## config.mk

```make
export PLATFORM = sky130hd
export DESIGN_NAME = uart_intr_ctrl_flat
export DESIGN_NICKNAME = d
export VERILOG_FILES = /design/src/rtl/uart_intr_ctrl_if.sv /design/src/rtl/uart_intr_ctrl.sv /design/src/flat_wrapper.sv
export SDC_FILE = /design/constraint.sdc
export NUM_CORES = 1
export LEC_CHECK = 0
export BUFFER_PORTS_ARGS = -buffer_cell sky130_fd_sc_hd__buf_4
export CORE_UTILIZATION = 25
export DETAILED_ROUTE_END_ITERATION = 6
export MAX_ROUTING_LAYER = met4
export PLACE_DENSITY_LB_ADDON = 0.05
export SLEW_MARGIN = 20
export SYNTH_ARGS = -nofsm -noshare
export SYNTH_HDL_FRONTEND = slang
export SYNTH_SLANG_ARGS = --single-unit
export TNS_END_PERCENT = 20
```

## constraint.sdc

```tcl
create_clock -name clk -period 7.5 [get_ports clk]
set_input_delay 0.375 -clock clk [delete_from_list [all_inputs] [get_ports clk]]
set_output_delay 0.375 -clock clk [all_outputs]
set_load 0.05 [all_outputs]
```

## src/rtl/uart_intr_ctrl_if.sv

```systemverilog
// Signal bundle between the UART register/FIFO side and the interrupt controller.
// The register block is the master; the interrupt controller is the slave.
interface uart_intr_ctrl_if;
    logic       baud_pulse_i;
    logic [3:0] ier_i;
    logic [1:0] wls_i;
    logic       pen_i;
    logic       stb_i;
    logic       ls_err_i;
    logic [4:0] rx_level_i;
    logic [4:0] rx_trig_i;
    logic       rx_push_i;
    logic       rx_pop_i;
    logic       thr_empty_i;
    logic       thr_write_i;
    logic       msr_delta_i;
    logic       iir_read_i;
    logic       intr_o;
    logic [3:0] iir_o;
    logic       cti_o;

    modport master (
        output baud_pulse_i, ier_i, wls_i, pen_i, stb_i, ls_err_i, rx_level_i, rx_trig_i,
               rx_push_i, rx_pop_i, thr_empty_i, thr_write_i, msr_delta_i, iir_read_i,
        input  intr_o, iir_o, cti_o
    );

    modport slave (
        input  baud_pulse_i, ier_i, wls_i, pen_i, stb_i, ls_err_i, rx_level_i, rx_trig_i,
               rx_push_i, rx_pop_i, thr_empty_i, thr_write_i, msr_delta_i, iir_read_i,
        output intr_o, iir_o, cti_o
    );
endinterface

```

## src/rtl/uart_intr_ctrl.sv

```systemverilog
// 16550-style interrupt prioritiser: gates the four sources by IER, registers the
// winning IIR code and the interrupt line, and owns the character-timeout counter.
module uart_intr_ctrl #(
    parameter int unsigned TO_CHARS = 4,
    parameter int unsigned CNT_W    = 10
) (
    input logic             clk,
    input logic             rst,
    uart_intr_ctrl_if.slave bus
);

    localparam logic [3:0] IirRls  = 4'b0110;
    localparam logic [3:0] IirRda  = 4'b0100;
    localparam logic [3:0] IirCti  = 4'b1100;
    localparam logic [3:0] IirThre = 4'b0010;
    localparam logic [3:0] IirMs   = 4'b0000;
    localparam logic [3:0] IirNone = 4'b0001;

    logic             thr_empty_q;
    logic             etbei_q;
    logic             thre_pend_q, thre_pend_d;
    logic             cti_flag_q, cti_flag_d;
    logic [CNT_W-1:0] cnt_q, cnt_d;
    logic [3:0]       iir_q, iir_d;
    logic             intr_q;

    logic [3:0]       char_bits;
    logic [CNT_W-1:0] limit;
    logic [CNT_W-1:0] cnt_inc;
    logic             rx_clr;
    logic             thre_set;
    logic             thre_clr;

    // Timeout limit in 16x ticks: TO_CHARS frames of start+data+parity+stop bits.
    always_comb begin
        char_bits = 4'd7 + {2'b00, bus.wls_i} + {3'b000, bus.pen_i} + {3'b000, bus.stb_i};
        limit     = CNT_W'(TO_CHARS * 16 * 32'(char_bits));
    end

    // Character-timeout counter: restarts on any RX activity or empty FIFO, saturates at limit.
    always_comb begin
        cnt_d      = cnt_q;
        cti_flag_d = cti_flag_q;
        cnt_inc    = (cnt_q < limit) ? cnt_q + 1'b1 : cnt_q;
        rx_clr     = (bus.rx_level_i == 5'd0) | bus.rx_push_i | bus.rx_pop_i;
        if (rx_clr) begin
            cnt_d      = '0;
            cti_flag_d = 1'b0;
        end else if (bus.baud_pulse_i) begin
            cnt_d = cnt_inc;
            // Compared only on a tick, so a config change takes effect at the next tick.
            if (cnt_inc >= limit) begin
                cti_flag_d = 1'b1;
            end
        end
    end

    // THRE pending: set on empty edge or ETBEI enable while empty; clear has priority.
    always_comb begin
        thre_set    = (bus.thr_empty_i & ~thr_empty_q) | (bus.ier_i[1] & ~etbei_q & bus.thr_empty_i);
        thre_clr    = bus.thr_write_i | (bus.iir_read_i & (iir_q == IirThre));
        thre_pend_d = thre_pend_q;
        if (thre_clr) begin
            thre_pend_d = 1'b0;
        end else if (thre_set) begin
            thre_pend_d = 1'b1;
        end
    end

    // Priority select; internal sources use next state so IIR follows them by one clock.
    always_comb begin
        iir_d = IirNone;
        if (bus.ier_i[2] & bus.ls_err_i) begin
            iir_d = IirRls;
        end else if (bus.ier_i[0] & (bus.rx_level_i >= bus.rx_trig_i)) begin
            iir_d = IirRda;
        end else if (bus.ier_i[0] & cti_flag_d) begin
            iir_d = IirCti;
        end else if (bus.ier_i[1] & thre_pend_d) begin
            iir_d = IirThre;
        end else if (bus.ier_i[3] & bus.msr_delta_i) begin
            iir_d = IirMs;
        end
    end

    // State and registered outputs.
    always_ff @(posedge clk or negedge rst) begin
        if (!rst) begin
            thr_empty_q <= 1'b1;
            etbei_q     <= 1'b0;
            thre_pend_q <= 1'b0;
            cti_flag_q  <= 1'b0;
            cnt_q       <= '0;
            iir_q       <= IirNone;
            intr_q      <= 1'b0;
        end else begin
            thr_empty_q <= bus.thr_empty_i;
            etbei_q     <= bus.ier_i[1];
            thre_pend_q <= thre_pend_d;
            cti_flag_q  <= cti_flag_d;
            cnt_q       <= cnt_d;
            iir_q       <= iir_d;
            intr_q      <= ~iir_d[0];
        end
    end

    assign bus.intr_o = intr_q;
    assign bus.iir_o  = iir_q;
    assign bus.cti_o  = cti_flag_q;

endmodule

```

## src/flat_wrapper.sv

```systemverilog
// flat-port wrapper written by rule: the top's interface ports become plain ports
module uart_intr_ctrl_flat 
#(
    parameter int unsigned TO_CHARS = 4,
    parameter int unsigned CNT_W    = 10
)
  (clk, rst, bus_baud_pulse_i, bus_ier_i, bus_wls_i, bus_pen_i, bus_stb_i, bus_ls_err_i, bus_rx_level_i, bus_rx_trig_i, bus_rx_push_i, bus_rx_pop_i, bus_thr_empty_i, bus_thr_write_i, bus_msr_delta_i, bus_iir_read_i, bus_intr_o, bus_iir_o, bus_cti_o);
  uart_intr_ctrl_if bus_i ();
  input logic clk;
  input logic rst;
  input wire logic [$bits(bus_i.baud_pulse_i)-1:0] bus_baud_pulse_i;
  input wire logic [$bits(bus_i.ier_i)-1:0] bus_ier_i;
  input wire logic [$bits(bus_i.wls_i)-1:0] bus_wls_i;
  input wire logic [$bits(bus_i.pen_i)-1:0] bus_pen_i;
  input wire logic [$bits(bus_i.stb_i)-1:0] bus_stb_i;
  input wire logic [$bits(bus_i.ls_err_i)-1:0] bus_ls_err_i;
  input wire logic [$bits(bus_i.rx_level_i)-1:0] bus_rx_level_i;
  input wire logic [$bits(bus_i.rx_trig_i)-1:0] bus_rx_trig_i;
  input wire logic [$bits(bus_i.rx_push_i)-1:0] bus_rx_push_i;
  input wire logic [$bits(bus_i.rx_pop_i)-1:0] bus_rx_pop_i;
  input wire logic [$bits(bus_i.thr_empty_i)-1:0] bus_thr_empty_i;
  input wire logic [$bits(bus_i.thr_write_i)-1:0] bus_thr_write_i;
  input wire logic [$bits(bus_i.msr_delta_i)-1:0] bus_msr_delta_i;
  input wire logic [$bits(bus_i.iir_read_i)-1:0] bus_iir_read_i;
  output wire logic [$bits(bus_i.intr_o)-1:0] bus_intr_o;
  output wire logic [$bits(bus_i.iir_o)-1:0] bus_iir_o;
  output wire logic [$bits(bus_i.cti_o)-1:0] bus_cti_o;
  assign bus_i.baud_pulse_i = bus_baud_pulse_i;
  assign bus_i.ier_i = bus_ier_i;
  assign bus_i.wls_i = bus_wls_i;
  assign bus_i.pen_i = bus_pen_i;
  assign bus_i.stb_i = bus_stb_i;
  assign bus_i.ls_err_i = bus_ls_err_i;
  assign bus_i.rx_level_i = bus_rx_level_i;
  assign bus_i.rx_trig_i = bus_rx_trig_i;
  assign bus_i.rx_push_i = bus_rx_push_i;
  assign bus_i.rx_pop_i = bus_rx_pop_i;
  assign bus_i.thr_empty_i = bus_thr_empty_i;
  assign bus_i.thr_write_i = bus_thr_write_i;
  assign bus_i.msr_delta_i = bus_msr_delta_i;
  assign bus_i.iir_read_i = bus_iir_read_i;
  assign bus_intr_o = bus_i.intr_o;
  assign bus_iir_o = bus_i.iir_o;
  assign bus_cti_o = bus_i.cti_o;
  uart_intr_ctrl #(.TO_CHARS(TO_CHARS), .CNT_W(CNT_W)) u_core (.clk(clk), .rst(rst), .bus(bus_i));
endmodule
```

==> results.json, run 1 <==
{
  "initial_core_util_pct": 26.0,
  "yosys.cell_count.top_type": "dfrtp_1",
  "synth_nets": 192,
  "synth_ff_type": "dfrtp_1",
  "hpwl_mm": 2.59,
  "maxCapViolCount": 0,
  "die_x_microns": 77.7,
  "wl_per_cell_microns": 12.5,
  "port_buffers": 33,
  "routed_wl_mm": 3.19,
  "synthCells": 149,
  "drive_gt1_share_pct": 27.7,
  "status": "completed",
  "drt-pass1-iter-count": 4,
  "num_io_pins": 34,
  "synth_top_area_share_pct": 29.7,
  "finalSetupTns_ns": 0,
  "swShare_pct": 29.3,
  "globalRouteOverflowTotal": 0,
  "critPathKind": "primary input to flip-flop",
  "netlist_top_cells_count": "17 x dfrtp_1, 14 x ha_1, 14 x inv_1",
  "ir_drop_mv": 0.0623,
  "seq_area_frac_synth_pct": 33.3,
  "htreeDepth": 1,
  "clockRootBuffer": "clkbuf_8",
  "p_per_area_nw_per_um2": 132,
  "nNetsFinal": 228,
  "hold_path.class": "primary input to flip-flop",
  "pwr-share-clk_pct": 30.1,
  "finalHoldViolCount": 0,
  "rows": 27,
  "core_area_sq_um": 5510,
  "netlist_area_sq_um": 1430,
  "syn_avg_cell_area_sq_um": 9.62,
  "drt_iter0_markers": 77,
  "async_flop_share_pct": 100,
  "crit_path_cell_trace": "buf_4, inv_1, ha_1, inv_1, ha_1, inv_1, fa_1, ha_1, nor3b_1, a211oi_4, nor3_2, and4_1, nand3_1, xnor2_1, ha_1, nand4_1, nor2_1, a41oi_1, o211ai_2, a32oi_2, inv_2, and4_1",
  "ctsLongestPathBuffers": 2,
  "startpoint_type": "primary input",
  "cts_buffers": 3,
  "antenna_found_initial": 0,
  "clock_sinks": 19,
  "detail-route-antenna-nets": 0,
  "max_stage_delay_ns": 0.51,
  "grt_max_degree": 20,
  "crit_family": "simple AND/OR/NAND/NOR gates",
  "slew_viol_final": 0,
  "num-fill-cells": 567,
  "antenna_cells": 0,
  "power_mw": 0.240,
  "ys_ff_latch": 19,
  "cpMostUsedCell": "ha_1",
  "grt_pass1_wl_mm": 5.78,
  "slew_headroom_pct": 68.5,
  "clk_pin_slew_ns": 0.08,
  "cts_tree": "done",
  "yosysTopAreaCell": "dfrtp_1",
  "fmax_mhz": 221,
  "setup_viol": 0,
  "cp_max_fo": 8,
  "fin_crit_ns": 4.52,
  "worst_ep_arrival_time_ns": 4.68,
  "drc": 0,
  "viasPerCell": 4.59,
  "dieHeight_microns": 77.7,
  "leakagePower_nw": 0.850,
  "synth.top_cells.by_area": "dfrtp_1 30%, ha_1 12%, xor2_1 6.1%",
  "combPwrFrac_pct": 24.5,
  "slowest_stage": "fa_1",
  "gp_congestion": 0.808,
  "path_buf_inv": 5,
  "switching_power_mw": 0.0702,
  "area_delta_synth_final_pct": 26.6,
  "period_share_pct": 60.3,
  "vias": 1176,
  "skew_ns": 0.00776,
  "rsz0062_at_grt": "false",
  "post_cts_buffers": 0,
  "cp.required_ns": 7.65,
  "p_int_mw": 0.170,
  "grt_pass1_vias": 1237,
  "p_seq_share_pct": 45.4,
  "endpoint_kind": "flip-flop",
  "clk-insertion-delay-late_ns": 0.26,
  "yosysWarningCount": 0,
  "synth_edf_count": 0,
  "die_area_sq_um": 6040,
  "grt_usage_pct": 12.4,
  "yosys.cell_types.count": 46,
  "tightest_slew_ns": 0.471
}
## power groups by stage
| stage | combinational, mW | clock [mW] | sequential, mW |
|---|---|---|---|
| after floorplan | 0.0261 | 0 | 0.119 |
| after global placement | 0.0585 | 0 | 0.111 |
| after detailed placement | 0.0591 | 0 | 0.111 |
| after CTS | 0.0598 | 0.0766 | 0.109 |
| after global routing | 0.0660 | 0.0817 | 0.109 |
| final | 0.0587 | 0.0723 | 0.109 |
## routing by layer
metal	GRT usage [%]	vias up	share of wire [%]
met5	-	-	0
met1	15.2	555	47
met3	1.41	4	2.5
li1	-	599	-
met2	21.2	18	49
met4	3.96	0	1.1
## worst register-to-register path, delay by kind of cell, from the launching register on
family                     cells  cell delay [ns]
AOI/OAI and AO/OA              4             0.76
buffers and inverters          1             0.08
adders and majority gates      2             0.56
xor gates and xnor gates       1             0.15
DFF                            1             0.47
and+or+nand+nor                7             1.62
## placed cells by master, fill, tap and decap left out, types with 2 or more instances in the layout
master and count:
nor2_2 2, xnor2_1 2, a21oi_1 8, a21o_1 3
o21ai_0 5, nand4_1 4, xor2_1 10, nor3b_1 3
or3_1 2, dfrtp_1 17, nor2_1 11, nand2_1 12
nand3_1 6, buf_4 33, ha_1 14, inv_1 14
and4_1 2, and2_1 2, nand2b_1 2, dfstp_2 2
clkbuf_8 3
## cell type report
class                           instances  area (sq um)  share of cell area [%]
Sequential cell                        19           478                    26.3
Timing Repair Buffer                   34           258                    14.2
Clock buffer                            3          41.3                    2.27
Clock inverter                          1          5.00                   0.276
Multi-Input combinational cell        112           887                    48.9
Inverter                               15          56.3                    3.10
Tap cell                               72          90.1                    4.96
## worst paths after layout
check / slack (ns) / cells past startpoint / end / startpoint
min in group asynchronous: 0.53 / 2 / u_core.cnt_q[5] / rst
max reg2reg: 3.77 / 15 / u_core.bus.iir_o[3] / u_core.cnt_q[7]
min: 0.23 / 1 / u_core.thr_empty_q / bus_thr_empty_i
max in group asynchronous: 6.69 / 2 / u_core.bus.iir_o[0] / rst
max: 2.98 / 22 / u_core.bus.iir_o[3] / bus_stb_i
min reg2reg: 0.59 / 2 / u_core.thre_pend_q / u_core.thre_pend_q
## cells by family after synthesis
family | count (synthesis) | synth area share, %
muxes | 1 | 0.785
adders and majority gates | 15 | 13.6
and+or+nand+nor | 53 | 21.5
AOI/OAI and AO/OA | 29 | 16.0
DFF | 19 | 33.3
xor gates and xnor gates | 14 | 10.0
buffers and inverters | 18 | 4.80
## registers in the layout, summed over array words and instances, names as in the netlist
signal,count
u_core.etbei_q,1
u_core.thre_pend_q,1
u_core.bus.cti_o,1
u_core.cnt_q,10
u_core.bus.iir_o,4
u_core.bus.intr_o,1
u_core.thr_empty_q,1
## timing repair
item,CTS,global route
endpoints found under the hold margin,17,0
gates resized for setup,0,0
hold buffers,1,0
## per-stage QoR
stage | std cells | area (sq um) | utilization, % | setup WS [ns] | hold WS, ns
3_3_place_gp | 251 | 1760 | 31.9 | 2.72 | 0.265
2_1_floorplan | 149 | 1430 | - | 3.22 | 0.0794
5_1_grt | 256 | 1820 | 33.0 | 2.63 | 0.218
6_report | 256 | 1820 | 33.0 | 2.98 | 0.234
3_5_place_dp | 251 | 1760 | 31.9 | 2.71 | 0.270
4_1_cts | 256 | 1820 | 33.0 | 2.97 | 0.222
(Power assumes the default switching activity.)
==> run 2: changes to the inputs <==
- ABC_AREA: not set -> 1
- clock period: 7.5 -> 4.65 ns (I/O delays scaled with it)
==> results.json, run 2 <==
{
  "status": "completed",
  "yosysWarningCount": 0,
  "rsz0062_at_grt": "false",
  "hpwl_mm": 2.86,
  "clockRootBuffer": "clkbuf_8",
  "seq_area_frac_synth_pct": 31.5,
  "dieHeight_microns": 79.9,
  "antenna_cells": 0,
  "cts_buffers": 3,
  "fmax_mhz": 289,
  "grt_max_degree": 20,
  "p_per_area_nw_per_um2": 208,
  "clock_sinks": 19,
  "r2r_cells": 19,
  "async_flop_share_pct": 100,
  "fin_crit_ns": 3.46,
  "grt_pass1_wl_mm": 6.52,
  "num-fill-cells": 670,
  "synth_top_area_share_pct": 28.0,
  "clk-insertion-delay-late_ns": 0.26,
  "synth.top_cells.by_area": "dfrtp_1 28%, nand2_1 14%, ha_1 12%",
  "synth_ff_type": "dfrtp_1",
  "ctsLongestPathBuffers": 2,
  "path_buf_inv": 6,
  "slew_headroom_pct": 79.9,
  "syn_avg_cell_area_sq_um": 7.33,
  "viasPerCell": 4.16,
  "synth_edf_count": 0,
  "die_x_microns": 79.9,
  "rows": 28,
  "finalSetupTns_ns": 0,
  "area_delta_synth_final_pct": 26.4,
  "max_stage_delay_ns": 0.55,
  "antenna_found_initial": 0,
  "yosysTopAreaCell": "dfrtp_1",
  "final_cell_mix": "57 x nand2_1, 37 x inv_1, 33 x buf_4",
  "netlist_area_sq_um": 1520,
  "hold_path.class": "primary input to flip-flop",
  "worst_ep_arrival_time_ns": 3.62,
  "globalRouteOverflowTotal": 0,
  "startpoint_type": "primary input",
  "post_cts_buffers": 0,
  "drt_iter0_markers": 76,
  "setup_viol": 0,
  "final_core_util_pct": 32.6,
  "largest_reg_flops": 10,
  "fin_cells": 320,
  "critPathKind": "primary input to flip-flop",
  "cts_resized": 0,
  "endpoint_kind": "flip-flop",
  "grt_usage_pct": 13.5,
  "yosys.cell_types.count": 26,
  "num_io_pins": 34,
  "hold_buffers": 1,
  "yosys.cell_count.top_type": "nand2_1",
  "core_area_sq_um": 5890,
  "detail-route-antenna-nets": 0,
  "regMostFlops": "u_core.cnt_q",
  "grt_pass1_vias": 1436,
  "dpl.cell_count": 315,
  "clk_pin_slew_ns": 0.08,
  "ys_ff_latch": 19,
  "nNetsFinal": 289,
  "leakagePower_nw": 1.04,
  "hold_depth": 1,
  "initial_core_util_pct": 25.8,
  "die_area_sq_um": 6390,
  "maxCapViolCount": 0,
  "whs_ns": 0.0789,
  "drive_gt1_share_pct": 26.9,
  "finalHoldViolCount": 0,
  "routed_wl_mm": 3.51,
  "slowest_stage": "fa_1",
  "drc": 0,
  "synthCells": 207,
  "cp_max_fo": 5,
  "cp.required_ns": 4.81,
  "synth_nets": 250,
  "slew_viol_final": 0,
  "crit_family": "adder cells",
  "wl_per_cell_microns": 11.0,
  "htreeDepth": 1,
  "port_buffers": 33,
  "skew_ns": 0.00699,
  "netlist_top_cells_count": "57 x nand2_1, 37 x inv_1, 17 x dfrtp_1",
  "cp_num_cells": 26,
  "ir_drop_mv": 0.0925,
  "period_share_pct": 74.4,
  "vias": 1330,
  "drt-pass1-iter-count": 4,
  "tightest_slew_ns": 0.299,
  "gp_congestion": 0.729,
  "mostFrequentLayoutCell": "nand2_1",
  "cts_tree": "done"
}
==> run 2: cell count changes after synthesis, moves of 4 or more <==
cell / change
nand2_1: +45
inv_1: +23
nand3_1: +8
inv_2: +6
o22ai_1: +6
nand2_2: +5
nor2_1: -5
nand2_4: +4
nor2_2: +4
xor2_1: -4
==> run 2: cell type report <==
| class | instances | area (sq um) | area share (%) |
|---|---|---|---|
| clock buffer | 3 | 41.3 | 2.15 |
| multi-input combinational | 144 | 875 | 45.6 |
| tap | 75 | 93.8 | 4.89 |
| clock inverter | 1 | 7.51 | 0.391 |
| timing repair buffer | 34 | 258 | 13.4 |
| sequential | 19 | 478 | 24.9 |
| inverter | 44 | 165 | 8.61 |
==> run 2: logic make-up after synthesis <==
logic type | after synthesis | synth area share [%]
AND/OR/NAND/NOR | 102 | 33.2
buffers and inverters | 44 | 10.9
adder cells (fa/ha/maj) | 15 | 12.9
AO/OA/AOI/OAI | 21 | 8.08
XOR/XNOR | 6 | 3.46
flip-flops | 19 | 31.5
==> run 2: worst register-to-register path, delay by kind of cell, from the launching register on <==
kind	cells	cell delay, ns
xor gates and xnor gates	1	0.20
buffers and inverters	3	0.19
DFF	1	0.44
and+or+nand+nor	11	0.99
AOI/OAI and AO/OA	2	0.21
adders and majority gates	2	0.64
==> run 2: final timing paths <==
kind | startpoint | end | slack, ns
worst max-delay path | bus_stb_i | u_core.bus.iir_o[1] | 1.19
worst min-delay path | bus_thr_empty_i | u_core.thr_empty_q | 0.08
worst max register to register | u_core.cnt_q[9] | u_core.bus.iir_o[1] | 1.89
worst min register to register | u_core.bus.cti_o | u_core.bus.cti_o | 0.55
max in group asynchronous | rst | u_core.thr_empty_q | 3.98
min in group asynchronous | rst | u_core.cnt_q[7] | 0.40
==> run 2: metrics by stage <==
stage / power [mW] / instance area [sq um] / setup WS [ns]
2_1_floorplan: 0.240 / 1520 / 1.29
3_3_place_gp: 0.283 / 1860 / 0.919
3_5_place_dp: 0.282 / 1860 / 0.863
4_1_cts: 0.408 / 1920 / 1.15
5_1_grt: 0.429 / 1920 / 0.819
6_report: 0.399 / 1920 / 1.19
==> run 2: power by group <==
| group | switching (mW) | internal [mW] | total (mW) |
|---|---|---|---|
| Sequential | 0.00326 | 0.172 | 0.175 |
| Combinational | 0.0600 | 0.0429 | 0.103 |
| Clock | 0.0604 | 0.0605 | 0.121 |
==> run 2: layer usage <==
layer / global-route usage, % / share of wire, % / vias up
met2: 21.6 / 44 / 28
met1: 17.5 / 52 / 567
li1: - / - / 731
met4: 3.21 / 0.83 / 0
met3: 2.40 / 3.4 / 4
met5: - / 0 / -
